==> src/rtl/cpu_multicycle.sv <==
// Multicycle accumulator-style CPU: 4 registers, ZF/SF/CF flags, a unified
// program/data memory of IW = DW+6 bit words and a FETCH/EXEC/MEM/HALT sequencer.
module cpu_multicycle #(
    parameter int DW = 8,
    parameter int AW = 4
) (
    input  logic            clk,
    input  logic            reset,
    input  logic            run,
    input  logic            prog_we,
    input  logic [AW-1:0]   prog_addr,
    input  logic [DW+5:0]   prog_data,
    input  logic [DW-1:0]   in_data,
    input  logic            in_valid,
    output logic            in_ready,
    output logic [DW-1:0]   out_data,
    output logic            out_valid,
    input  logic            out_ready,
    output logic [AW-1:0]   pc,
    output logic [DW+5:0]   ir,
    output logic            halted,
    output logic [DW-1:0]   reg0,
    output logic [DW-1:0]   reg1,
    output logic [DW-1:0]   reg2,
    output logic [DW-1:0]   reg3
);
    localparam int IW    = DW + 6;
    localparam int DEPTH = 2 ** AW;

    localparam logic [3:0] OP_NOP  = 4'h0, OP_ADD = 4'h1, OP_SUB = 4'h2, OP_AND = 4'h3;
    localparam logic [3:0] OP_OR   = 4'h4, OP_ADDI = 4'h5, OP_MOVI = 4'h6, OP_LD = 4'h7;
    localparam logic [3:0] OP_ST   = 4'h8, OP_JMP = 4'h9, OP_JZ = 4'hA, OP_JC = 4'hB;
    localparam logic [3:0] OP_JN   = 4'hC, OP_IN = 4'hD, OP_OUT = 4'hE, OP_HALT = 4'hF;

    typedef enum logic [1:0] {FETCH, EXEC, MEM, HALT} state_t;

    state_t          state, state_nxt;
    logic [IW-1:0]   mem [DEPTH];
    logic [DW-1:0]   regs [4];
    logic            zf, sf, cf;

    logic [3:0]      op;
    logic [1:0]      rd, rs;
    logic [DW-1:0]   imm, rd_val, rs_val, ld_data;
    logic [AW-1:0]   addr;

    logic [DW:0]     alu_full;
    logic            ir_load, pc_load, reg_we, flag_we, mem_st;
    logic [AW-1:0]   pc_nxt;
    logic [DW-1:0]   reg_wdata;

    assign op      = ir[IW-1:IW-4];
    assign rd      = ir[IW-5:IW-6];
    assign rs      = ir[DW-1:DW-2];
    assign imm     = ir[DW-1:0];
    assign addr    = ir[AW-1:0];
    assign rd_val  = regs[rd];
    assign rs_val  = regs[rs];
    assign ld_data = mem[addr][DW-1:0];

    assign out_data = rd_val;
    assign halted   = (state == HALT);
    assign reg0 = regs[0];
    assign reg1 = regs[1];
    assign reg2 = regs[2];
    assign reg3 = regs[3];

    // SUB is rd + ~rs + 1 so the carry-out doubles as a "no borrow" flag.
    always_comb begin
        alu_full = {1'b0, rd_val} + {1'b0, imm};
        case (op)
            OP_ADD: alu_full = {1'b0, rd_val} + {1'b0, rs_val};
            OP_SUB: alu_full = {1'b0, rd_val} + {1'b0, ~rs_val} + {{DW{1'b0}}, 1'b1};
            OP_AND: alu_full = {1'b0, rd_val & rs_val};
            OP_OR:  alu_full = {1'b0, rd_val | rs_val};
            default: ;
        endcase
    end

    always_comb begin
        state_nxt = state;
        ir_load   = 1'b0;
        pc_load   = 1'b0;
        pc_nxt    = pc + {{(AW-1){1'b0}}, 1'b1};
        reg_we    = 1'b0;
        reg_wdata = alu_full[DW-1:0];
        flag_we   = 1'b0;
        mem_st    = 1'b0;
        in_ready  = 1'b0;
        out_valid = 1'b0;
        if (run) begin
            case (state)
                FETCH: begin
                    ir_load   = 1'b1;
                    state_nxt = EXEC;
                end
                EXEC: begin
                    state_nxt = FETCH;
                    pc_load   = 1'b1;
                    case (op)
                        OP_ADD, OP_SUB, OP_AND, OP_OR, OP_ADDI: begin
                            reg_we  = 1'b1;
                            flag_we = 1'b1;
                        end
                        OP_MOVI: begin
                            reg_we    = 1'b1;
                            reg_wdata = imm;
                        end
                        OP_LD, OP_ST: begin
                            pc_load   = 1'b0;
                            state_nxt = MEM;
                        end
                        OP_JMP: pc_nxt = addr;
                        OP_JZ:  if (zf) pc_nxt = addr;
                        OP_JC:  if (cf) pc_nxt = addr;
                        OP_JN:  if (sf) pc_nxt = addr;
                        OP_IN: begin
                            in_ready  = 1'b1;
                            reg_wdata = in_data;
                            reg_we    = in_valid;
                            pc_load   = in_valid;
                            state_nxt = in_valid ? FETCH : EXEC;
                        end
                        OP_OUT: begin
                            out_valid = 1'b1;
                            pc_load   = out_ready;
                            state_nxt = out_ready ? FETCH : EXEC;
                        end
                        OP_HALT: state_nxt = HALT;
                        default: ;
                    endcase
                end
                MEM: begin
                    state_nxt = FETCH;
                    pc_load   = 1'b1;
                    if (op == OP_LD) begin
                        reg_we    = 1'b1;
                        reg_wdata = ld_data;
                    end else begin
                        mem_st = 1'b1;
                    end
                end
                default: ;
            endcase
        end
    end

    always_ff @(posedge clk or negedge reset) begin
        if (!reset) begin
            state <= FETCH;
            pc    <= '0;
            ir    <= '0;
            zf    <= 1'b0;
            sf    <= 1'b0;
            cf    <= 1'b0;
            for (int i = 0; i < 4; i++) regs[i] <= '0;
        end else begin
            state <= state_nxt;
            if (ir_load) ir <= mem[pc];
            if (pc_load) pc <= pc_nxt;
            if (reg_we) regs[rd] <= reg_wdata;
            if (flag_we) begin
                zf <= (alu_full[DW-1:0] == '0);
                sf <= alu_full[DW-1];
                cf <= alu_full[DW];
            end
        end
    end

    // An internal store wins over an external program write in the same cycle.
    always_ff @(posedge clk or negedge reset) begin
        if (!reset) begin
            for (int i = 0; i < DEPTH; i++) mem[i] <= '0;
        end else if (mem_st) begin
            mem[addr] <= {{(IW-DW){1'b0}}, rd_val};
        end else if (prog_we && (!run || halted)) begin
            mem[prog_addr] <= prog_data;
        end
    end
endmodule
==> config.mk <==
export PLATFORM = sky130hd
export DESIGN_NAME = cpu_multicycle
export DESIGN_NICKNAME = d
export VERILOG_FILES = /design/src/rtl/cpu_multicycle.sv
export SDC_FILE = /design/constraint.sdc
export NUM_CORES = 1
export LEC_CHECK = 0
export CAP_MARGIN = 5
export CORE_MARGIN = 2
export CORE_UTILIZATION = 55
export DETAILED_ROUTE_END_ITERATION = 12
export PLACE_DENSITY = 0.74
export SLEW_MARGIN = 10
export SYNTH_ARGS = -nofsm -noshare
export SYNTH_HDL_FRONTEND = slang
export SYNTH_SLANG_ARGS = --single-unit
==> constraint.sdc <==
create_clock -name clk -period 10.95 [get_ports clk]
set_input_delay 1.6425 -clock clk [delete_from_list [all_inputs] [get_ports clk]]
set_output_delay 1.6425 -clock clk [all_outputs]
set_load 0.03 [all_outputs]
-- Word level (Yosys, flattened, before mapping)
Index checks and enable logic that the tools add are counted.
- register bits after elaboration: 279
- bits in latches: 0
- memory bits (writable): 0
- bits in read-only memories: 0
- bits of input ports: 32
- output and inout bits: 61
- logic and storage cells: 138
- memories: 0
- $add $sub $neg: 5
- multipliers: 0
- divide/modulo/power cells: 0
- $lt $le $gt $ge: 8
- equal/unequal tests: 18
- shift-type cells: 0
- mux-type cells: 59
- bitwise operators: 8
- reductions and logical operators: 14
- operators by type and width (operator ; number):
    $bwmux 224 ; 2
    $mux 224 ; 2
    $bmux 14 s4 ; 2
    $demux 14 s4 ; 2
    $mux 8 ; 9
    $mux 14 ; 4
    $pmux 9 s4 ; 1
    $bmux 8 s2 ; 2
    $bwmux 32 ; 1
    $eq 4x4->1 const B ; 8
    $pmux 8 s2 ; 2
    $add 8x8->9 ; 3
    $mux 4 ; 5
    $mux 1 ; 19
    $demux 8 s2 ; 1
    $eq 4x3->1 const B ; 4
    $pmux 4 s4 ; 1
    $ge 5x5->1 const B ; 3
    $not 4->5 ; 3
    $lt 5x1->1 const B ; 2
    $add 9x1->9 const B ; 1
    $and 8x8->8 ; 1
    $eq 4x2->1 const B ; 2
    $logic_not 8->1 ; 1
    other kinds (23) ; 31

-- Logic depth before layout (Yosys ltp)
- depth after elaboration: 12
- gate-level depth with buffers: 15
- mapped depth without buffers: 13

-- Worst setup path before layout
No wires, ideal clock.
- path type: reg2reg
- start: reg ir[8]
- end: reg regs, in the netlist reg0[6]
- data arrival time: 4181 ps
- data required time: 10873 ps
- setup slack: 6692 ps
- cell stages (with the launch flop): 14
- path buffers: 2
- period minus slack after synthesis: 4258 ps
- cells stage by stage: dfrtp_1 -> clkbuf_1 -> mux2_2 -> o21ai_1 -> clkbuf_1 -> inv_1 -> fa_1 -> nor2b_1 -> o21a_1 -> or4_1 -> nand3_1 -> o21ai_0 -> o221a_2 -> a21oi_1
- longest elaborated chain between the ends: 11
- ends and longest elaborated chain (element ; line ; text):
    start, declared ; 20 ; output logic [DW+5:0] ir,
    start signal, assigned ; 159 ; if (ir_load) ir <= mem[pc];
    $not 2->3 (implied by the code) (*) ; 57 ; assign rd_val = regs[rd];
    $bmux 8 s2 (*) ; 57 ;
    $mux 8 (implied by the code) (*) (2 in series) ; 57 ;
    net out_data[1] ; 16 ; output logic [DW-1:0] out_data,
    $add 8x8->9 ; 73 ; OP_SUB: alu_full = {1'b0, rd_val} + {1'b0, ~rs_val} + {{DW{1'b0}}, 1'b1};
    $add 9x1->9 ; 73 ;
    $pmux 9 s4 (*) ; 71 ; case (op)
    $pmux 8 s2 or $mux 8 (tied branches) ; 100, 136 ;
    $pmux 8 s2 ; 92 ; case (state)
    $mux 8 (*) ; 91 ; if (run) begin
    $bwmux 32 (*) ; 161 ; if (reg_we) regs[rd] <= reg_wdata;
    end signal, assigned by index ; 161 ;
    end, declared ; 39 ; logic [DW-1:0] regs [4];
Mark *: on every way through the listed nets, which the timed path passes. The rest lies on a longest branch. The select of a mux whose other input is x is not followed.
A chain may end at the register's enable or synchronous reset.

-- Final worst setup path
- start: in run
- end: out in_ready
- longest elaborated chain between the ends: 1
- ends and longest elaborated chain (element ; line ; text):
    start, declared ; 9 ; input logic run,
    $mux 1 ; 91 ;
    end, declared ; 15 ; output logic in_ready,
No other way between the ends.

==> metrics.yaml <==
clock_tree:
  cts_resized: 0
  cts_root_buffer: "clkbuf_16"
  clk_latency_ns: 0.56
  clk_pin_slew_ns: 0.06
  clock-sinks: 279
  cts_htree_levels: 1
  cts_inserted_buffers: 30
  hold_buffers: 0
  cts_tree: "done"
  postCtsSetupRepairBufs: 0
  cts.path.max_buffers: 3
setup_path:
  cp_cell_sequence: "clkdlybuf4s50_1 > nand4_1 > nor3_1 > clkdlybuf4s50_1"
  crit_path_end_kind: "primary output"
  cpLargestDelayFamily: "buffers and inverters"
  reg2reg_slack_ns: 6.19
  worstPathMaxFanout: 13
  rr_startpoint: "ir[8]$_DFFE_PN0P_"
  critPathArrivalTime_ns: 3.47
  critPathRequiredTime_ns: 9.31
  critical_path.max_stage_delay_ns: 0.75
  r2r-end: "reg2[4]$_DFFE_PN0P_"
  reg2reg_depth: 12
  cpMostUsedCell: "clkdlybuf4s50_1"
  start_kind: "input pin"
  cpMaxStageDelayCell: "clkdlybuf4s50_1"
  worst-setup-path-type: "input pin to primary output"
  crit_buf_inv: 2
yosys:
  synthTopCellsByCount: "279 x dfrtp_1, 248 x nand2_1, 194 x nor2_1"
  synth-edff-count: 0
  yosysMostFrequentCell: "dfrtp_1"
  synth_nets: 1710
  synth_cell_types: 71
  ys_ff_latch: 279
  synth_top_area_cell: "dfrtp_1"
  synth_area_leaders: "dfrtp_1 42%, mux4_2 12%, a221o_1 7.8%, nand2_1 5.6%, nor2_1 4.4%"
  ys_async_sr_fraction: 1.00
  synth-warning-count: 0
  synth_top_flop_cell: "dfrtp_1"
  seq_area_frac_synth: 0.423
  syn_area_per_cell_um2: 10.1
  synthDominantCellAreaShare: 0.423
  syn_inst: 1639
  syn_area_um2: 16500
final_layout:
  diodes: 0
  instances_no_fill: 2084
  drive_gt1_frac: 0.143
  fin_nets: 1742
  area_delta_synth_final_pct: 14.1
  fin_util: 0.637
die:
  chipHeight_um: 177
  die_width_um: 177
  floorplan.initialDensity: 0.558
  die-area_um2: 31400
  pin_count: 93
  core_um2: 29600
  num_rows: 63
placement:
  gp_congestion: 0.933
  portBuffers: 92
  dp_cells: 2029
  place_hpwl_um: 34900
routing:
  dr_total_vias: 14200
  initialDrtViolationCount: 1741
  vias_per_cell: 6.80
  drt-total-wl_um: 51000
  ant_nets: 0
  route.detailed.drc: 0
  wl_per_cell_um: 24.5
  dr.pass1.iters: 5
sta:
  hold_viol: 0
  rsz0062_at_grt: "false"
  final_max_slew_viol_count: 0
  min_period_ns: 5.11
  finClkSkew_ns: 0.0132
  slew_headroom: 0.240
  whs_ns: 0.477
  setup_viol: 0
  tightest_slew_ns: 1.14
  post-route-period-util: 0.467
  setup_tns_ns: 0
  fmax_mhz: 196
power_and_ir_drop:
  leakagePower_nw: 7.85
  peakVddDrop_uv: 142
  power.density_nw_per_um2: 302
global_routing:
  grt_usage: 0.332
  antenna_found_initial: 0
  grt_pass1_wl_um: 80400
  grt_remaining_overflow: 0
  grt_max_degree: 131
  grt_pass1_vias: 13900
run_status:
  outcome: "finished clean"
hold_path:
  hold_path.startpoint: "mem[97]$_DFFE_PN0P_"
  hold_path_depth: 2
  hold_path.class: "register to register"
  hold_path_end: "mem[97]$_DFFE_PN0P_"
flow_run:
  max_cap_viol_count: 0
[cell usage in the layout, fill, tap and decap left out, types with 10 or more instances in the layout]
master | netlist | layout
clkdlybuf4s50_1 | 0 | 91
clkbuf_16 | 0 | 31
o221ai_1 | 14 | 14
a22oi_1 | 11 | 11
o21ai_0 | 104 | 104
ha_1 | 37 | 37
dfrtp_1 | 279 | 275
buf_4 | 2 | 45
nand3_1 | 20 | 20
and2_1 | 16 | 16
nor2b_1 | 11 | 11
nor2_2 | 12 | 12
inv_1 | 27 | 27
a211oi_1 | 14 | 14
a21oi_1 | 85 | 85
a31oi_1 | 11 | 11
mux2i_1 | 40 | 40
mux4_2 | 90 | 90
mux2_2 | 18 | 18
o31ai_1 | 13 | 13
o22ai_1 | 10 | 10
nand2_1 | 248 | 248
a221o_1 | 128 | 128
nor2_1 | 194 | 194
[worst register-to-register path, stage by stage (launching register included)]
cell,delay [ns]
dfrtp_1,1.09
mux2_2,0.44
o21ai_1,0.12
buf_4,0.29
inv_1,0.24
fa_1,0.48
nor2b_1,0.18
o21ba_2,0.21
o211a_1,0.20
o32ai_1,0.48
o21ai_0,0.18
a32oi_1,0.54
a21oi_1,0.16
[through the flow]
stage          total power, mW  cell area (µm²)  worst slack (ns)
6_report                  5.69            18800              5.84
5_1_grt                   5.97            18800              5.78
4_1_cts                   5.65            18800              5.88
3_5_place_dp              4.48            17700              5.89
3_3_place_gp              4.40            17700              5.89
2_1_floorplan             3.51            16500              6.69
[state kept, by name (all words and copies together), names as in the netlist]
name / cells
cf: 1
ir: 14
mem: 224
pc: 4
reg0: 8
reg1: 8
reg2: 8
reg3: 8
sf: 1
state: 2
zf: 1
[power breakdown]
group          internal (mW)  switching [mW]
logic                   1.24            1.74
clock network          0.725           0.429
registers               1.26           0.300
total                   3.22            2.47
[layer usage]
layer,vias to the layer above,part of all wire,GRT usage
met5,-,0,0
met3,155,0.094,0.0610
met2,794,0.47,0.534
li1,6154,-,-
met4,0,0.038,0.126
met1,7060,0.40,0.452
[worst max path at each step]
stage / start / to / slack, ns / depth (start not counted)
after floorplan: ir[8]$_DFFE_PN0P_ / reg0[6]$_DFFE_PN0P_ / 6.69 / 13
after global placement: run / in_ready / 5.89 / 4
after detailed placement: run / in_ready / 5.89 / 4
after CTS: run / in_ready / 5.88 / 4
after global routing: run / in_ready / 5.78 / 4
final: run / in_ready / 5.84 / 4
[logic make-up (layout without fill, tap and decap cells)]
group           count (synthesis)  count (layout)  synth area share
compound gates                443             443             0.195
xor+xnor                        7               7           0.00371
fa+ha+maj                      39              39            0.0305
buf+inv                       166             221            0.0402
flops                         279             279             0.423
mux                           148             148             0.159
simple gates                  557             557             0.149
[final cells by class]
class	count	area, µm²
flip-flops and latches	279	6990
clock buffers	40	840
multi-input cells	1194	8860
fillers	2356	10700
well taps	390	488
repair buffers	137	1260
clock inverters	15	284
inverters	29	109
No activity file was read; power rests on OpenSTA's default activity.
